<file path="src/rtl/dmem_bridge.sv">
// Data-memory bridge: routes datapath loads/stores to a 1-cycle synchronous RAM or to MMIO registers.
// RAM loads take 3 cycles (Stall high for 2); RAM stores and MMIO accesses complete in 1 cycle with no stall.
module dmem_bridge #(
    parameter int unsigned DEPTH_WORDS = 1024,
    parameter logic [31:0] MMIO_BASE   = 32'hFFFF_0000,
    localparam int unsigned AW         = $clog2(DEPTH_WORDS)
) (
    input  logic          clk,
    input  logic          reset,
    input  logic          MemRead,
    input  logic          MemWrite,
    input  logic [31:0]   Addr,
    input  logic [31:0]   WriteData,
    output logic [31:0]   ReadData,
    output logic          Stall,
    output logic          AddrErr,
    output logic [AW-1:0] ram_addr,
    output logic          ram_we,
    output logic [31:0]   ram_wdata,
    input  logic [31:0]   ram_rdata,
    output logic [7:0]    led_out
);
    typedef enum logic [1:0] {IDLE, RD_WAIT, RD_DONE} state_t;

    localparam logic [32:0] RAM_BYTES = 33'(DEPTH_WORDS) << 2;

    state_t        r_state;
    state_t        w_next;
    logic [31:0]   r_cycles;
    logic [31:0]   r_rdata;
    logic [7:0]    r_led;
    logic          r_err;
    logic [AW-1:0] r_ld_addr;

    logic          w_in_ram, w_is_led, w_is_cyc, w_is_stat, w_aligned, w_ok;
    logic          w_idle, w_wr, w_rd, w_bad, w_ram_rd;
    logic [AW-1:0] w_word;
    logic [31:0]   w_mmio_rdata;

    assign w_in_ram  = {1'b0, Addr} < RAM_BYTES;
    assign w_is_led  = Addr == MMIO_BASE;
    assign w_is_cyc  = Addr == (MMIO_BASE + 32'd4);
    assign w_is_stat = Addr == (MMIO_BASE + 32'd8);
    assign w_aligned = Addr[1:0] == 2'b00;
    assign w_ok      = w_aligned && (w_in_ram || w_is_led || w_is_cyc || w_is_stat);
    assign w_word    = Addr[AW+1:2];

    // Requests are only accepted in IDLE; the held request during RD_WAIT/RD_DONE is the load already in progress.
    assign w_idle    = reset && (r_state == IDLE);
    assign w_wr      = w_idle && MemWrite;
    assign w_rd      = w_idle && MemRead && !MemWrite;
    assign w_bad     = (w_wr || w_rd) && !w_ok;
    assign w_ram_rd  = w_rd && w_ok && w_in_ram;

    always_comb begin
        w_mmio_rdata = 32'd0;
        if (w_is_led)
            w_mmio_rdata = {24'd0, r_led};
        else if (w_is_cyc)
            w_mmio_rdata = r_cycles;
        else if (w_is_stat)
            w_mmio_rdata = {31'd0, r_err};
    end

    always_comb begin
        w_next   = r_state;
        Stall    = 1'b0;
        ram_we   = 1'b0;
        ReadData = 32'd0;
        ram_addr = w_word;
        case (r_state)
            IDLE: begin
                if (w_ram_rd) begin
                    Stall  = 1'b1;
                    w_next = RD_WAIT;
                end else if (w_rd && w_ok) begin
                    ReadData = w_mmio_rdata;
                end
                ram_we = w_wr && w_ok && w_in_ram;
            end
            RD_WAIT: begin
                ram_addr = r_ld_addr;
                Stall    = reset;
                w_next   = RD_DONE;
            end
            RD_DONE: begin
                ram_addr = r_ld_addr;
                ReadData = reset ? r_rdata : 32'd0;
                w_next   = IDLE;
            end
            default: w_next = IDLE;
        endcase
    end

    always_ff @(posedge clk) begin
        if (!reset) begin
            r_state   <= IDLE;
            r_cycles  <= 32'd0;
            r_rdata   <= 32'd0;
            r_led     <= 8'd0;
            r_err     <= 1'b0;
            r_ld_addr <= '0;
        end else begin
            r_state  <= w_next;
            r_cycles <= r_cycles + 32'd1;
            if (r_state == RD_WAIT)
                r_rdata <= ram_rdata;
            if (w_ram_rd)
                r_ld_addr <= w_word;
            if (w_wr && w_ok && w_is_led)
                r_led <= WriteData[7:0];
            // A new error takes priority over a W1C clear in the same cycle.
            if (w_bad)
                r_err <= 1'b1;
            else if (w_wr && w_ok && w_is_stat && WriteData[0])
                r_err <= 1'b0;
        end
    end

    assign ram_wdata = WriteData;
    assign AddrErr   = r_err;
    assign led_out   = r_led;
endmodule

</file>
<file path="config.mk">
export PLATFORM = sky130hd
export DESIGN_NAME = dmem_bridge
export DESIGN_NICKNAME = d
export VERILOG_FILES = /design/src/rtl/dmem_bridge.sv
export SDC_FILE = /design/constraint.sdc
export NUM_CORES = 1
export LEC_CHECK = 0
export ABC_AREA = 1
export BUFFER_PORTS_ARGS = -buffer_cell sky130_fd_sc_hd__buf_4
export CAP_MARGIN = 20
export CELL_PAD_IN_SITES_DETAIL_PLACEMENT = 0
export CELL_PAD_IN_SITES_GLOBAL_PLACEMENT = 2
export CORE_AREA = 2 2 121 181
export CTS_BUF_LIST = sky130_fd_sc_hd__clkbuf_2 sky130_fd_sc_hd__clkbuf_4 sky130_fd_sc_hd__clkbuf_8
export CTS_CLUSTER_SIZE = 25
export DETAILED_ROUTE_END_ITERATION = 12
export DIE_AREA = 0 0 123 183
export PLACE_DENSITY = 0.81
export REMOVE_ABC_BUFFERS = 1
export SLEW_MARGIN = 15
export SYNTH_ARGS = -nofsm -noshare
export SYNTH_HDL_FRONTEND = slang
export SYNTH_SLANG_ARGS = --single-unit
</file>
<file path="constraint.sdc">
create_clock -name clk -period 1.7 [get_ports clk]
set_input_delay 0.255 -clock clk [delete_from_list [all_inputs] [get_ports clk]]
set_output_delay 0.255 -clock clk [all_outputs]
set_load 0.02 [all_outputs]
</file>
==> metrics <==
startpoint type of the worst setup path=register; core box area=0.0210 mm2; 1st-pass router iterations=4; Critical Setup Path Class=register to output port; mean area per synthesized cell=6.35 um2; clock insertion delay at the later pin of the skew report=380 ps; register-to-register setup slack=-10 ps; clock tree from TritonCTS=done; worst hold path endpoint=r_rdata[19]$_SDFFE_PN0P_; Critical Path Fanout Max=6; Gate Count Post-Synth=744; dominant cell by count in the synthesized netlist=nand2_1; commonest cells in the netlist=nand2_1, nor2_1, dfxtp_1, o21ai_0, inv_1; number of top-level design ports=185; First DRT Iteration DRCs=208; Area Overhead vs Synth=68.9%; Clock Root Buffer=clkbuf_8; top-area cell type share of the netlist area=36.0%; maximum capacitance violations=0; die span in y=183 um; period utilisation layout=131%; unique cell type count in the Yosys netlist=34; remaining design rule violation count=0; number of levels in the clock H-tree=3; Die ar.=0.0225 mm2; pin count of the biggest net entering global routing=41; unrepaired setup endpoints after global routing=yes; worst-case reg-to-reg path depth=15; initial antenna violation count=0; number of buffers added by the clock tree synthesis step=9; cell seen most often among critical-path stages=nand2_4; library cell occupying the most area in the post-synthesis netlist=dfxtp_1; PnR Total Power=3.82 mW; clk buf depth=2; required time of the critical path=1440 ps; total via count in the routed design=5,337; number of synthesized flops with an enable pin=0; number of global-route vias before repair=5,255; HPWL reported at the end of detailed placement=12.4 mm; VDD IR max=262 uV; final clock skew=8.23 ps; worst min path class=input port to register; post-synthesis cell area=0.00473 mm2; Die Width=123 um; number of sinks handled by clock tree synthesis=85; ys flop type=dfxtp_1; antenna diode instance count=0; cell class contributing the biggest share of worst-path delay=buffers and inverters; total global-route track usage=15.4%; origin of the critical flop-to-flop path=r_state[1]$_SDFFE_PN0P_; cell leakage power=3.58 nW; Max stage delay cell, worst path=dfxtp_2; top cells by area, synth=dfxtp_1, nand2_1, nor2_1, o21ai_0, inv_1; placement row count=65; CP peak stage delay=330 ps; layout cell share with drive strength beyond 1=43.6%; ratio of total power to cell area=479 mW/mm2; Util after Layout=38.0%; post-layout net count=1,059; run status=finished with violations; time the final worst path needs with I/O delays and setup=2240 ps; first-pass GRT wire length=26.7 mm; placer's final routability congestion estimate=0.836; warning count from the yosys run=0; arrival time at the worst endpoint=1980 ps; worst slack after detailed placement=-541 ps; buffering stage count on the worst path with inverters included=4; remaining antenna violation count after routing=0; clk slew on worst S/H paths=90 ps; flop and latch count out of synthesis=85; register area share after synthesis=36.0%; fmax=447 MHz; grt ovf=0; total wire length=17.7 mm; Worst Hold Depth=3; post-route setup slack=-535 ps; r2r endpoint=r_state[1]$_SDFFE_PN0P_; Final Hold Violating Endpoints=0; failing checks=negative setup slack; Port-buffer cells=136; Hold Crit Start=ram_rdata[19]; endpoints failing setup=45; starting density of the core=22.5%; nature of the critical path endpoint=output port; number of vias per cell=4.35; max-slew violation total from the final report=0; Max transition margin=70.0%; routed length per instance=14.4 um; Post-synth ARST share=0%; list of cells traversed by the critical path=inv_2, ha_4, nand2_4, inv_4, nand2_4, nor2_4, nand3_4, clkbuf_16, o21ai_4, buf_6; transition time at the pin with the least slew margin=449 ps
power by group:
group / internal, mW / switching [mW]
Combinational: 0.240 / 0.194
Clock: 0.610 / 0.774
Sequential: 2.00 / 0.00916
Total: 2.85 / 0.977
worst max path at each step:
| stage | start | to | slack [ps] | cells past startpoint |
|---|---|---|---|---|
| global route | r_state[1]$_SDFFE_PN0P_ | ReadData[29] | -640 | 10 |
| global placement | Addr[15] | ReadData[16] | -540 | 13 |
| detailed placement | Addr[12] | ReadData[30] | -540 | 13 |
| CTS | r_state[0]$_SDFFE_PN0P_ | ReadData[24] | -560 | 10 |
| finish | r_state[1]$_SDFFE_PN0P_ | ReadData[29] | -540 | 10 |
| floorplan | Addr[12] | ReadData[0] | -1190 | 9 |
area by class of cell:
| type | count | area, um2 |
|---|---|---|
| Sequential cell | 85 | 1720 |
| Tap cell | 268 | 335 |
| Inverter | 68 | 262 |
| Timing Repair Buffer | 259 | 2350 |
| Fill cell | 2251 | 13000 |
| Clock inverter | 2 | 10.0 |
| Clock buffer | 13 | 160 |
| Multi-Input combinational cell | 532 | 3150 |
layer usage:
| metal | wire length, um | part of all wire, % | GRT usage [%] |
|---|---|---|---|
| met5 | 0 | 0 | 0 |
| met2 | 9370 | 53 | 27.6 |
| met1 | 6970 | 39 | 17.1 |
| met4 | 509 | 2.9 | 6.82 |
| met3 | 819 | 4.6 | 3.39 |
repair_timing:
item	CTS	global route
endpoints found under the setup margin	71	69
buffers inserted	16	9
resized for setup	174	108
cloned	5	1
pin swaps	30	36
hold buffers	0	0
cells in the final DEF (no fill, tap or decap), drive strengths merged, types with 4 or more instances in the layout:
master	count
nand2	193
inv	66
nor3	15
dfxtp	85
clkbuf	14
o22ai	4
nor3b	6
a21oi	27
nor2	176
ha	4
buf	258
o21ai	70
nand4	11
nand3	14
logic make-up (layout without fill, tap and decap cells):
family | count (synthesis) | after routing | share of synthesized area, %
DFF | 85 | 85 | 36.0
adders and majority gates | 4 | 4 | 1.06
AOI/OAI and AO/OA | 108 | 108 | 11.9
buffers and inverters | 127 | 342 | 13.5
and+or+nand+nor | 418 | 418 | 37.1
xor gates and xnor gates | 2 | 2 | 0.371
registers in the layout (all words and copies together), names as in the netlist:
signal / count
AddrErr: 1
led_out: 8
r_cycles: 32
r_ld_addr: 10
r_rdata: 32
r_state: 2
worst register-to-register path: stages, from the launching register on:
cell,delay [ps]
dfxtp_2,330
inv_2,70
ha_4,150
nand2_4,50
inv_4,60
nand2_4,50
nor2_4,140
buf_4,130
buf_6,90
nand4_4,90
buf_4,150
buf_4,130
nand2_1,50
nand2_1,50
nand2_1,50
inv_1,30
stage by stage:
stage	instance area, um2	TNS, ps	std cells	hold WS [ps]
3_3_place_gp	6470	-22170	1182	476
5_1_grt	7980	-23510	1227	83.7
4_1_cts	7460	-19580	1218	66.7
6_report	7980	-18120	1227	87.7
2_1_floorplan	4340	-55460	685	348
3_5_place_dp	6470	-23060	1182	481
(Power assumes the default switching activity.)
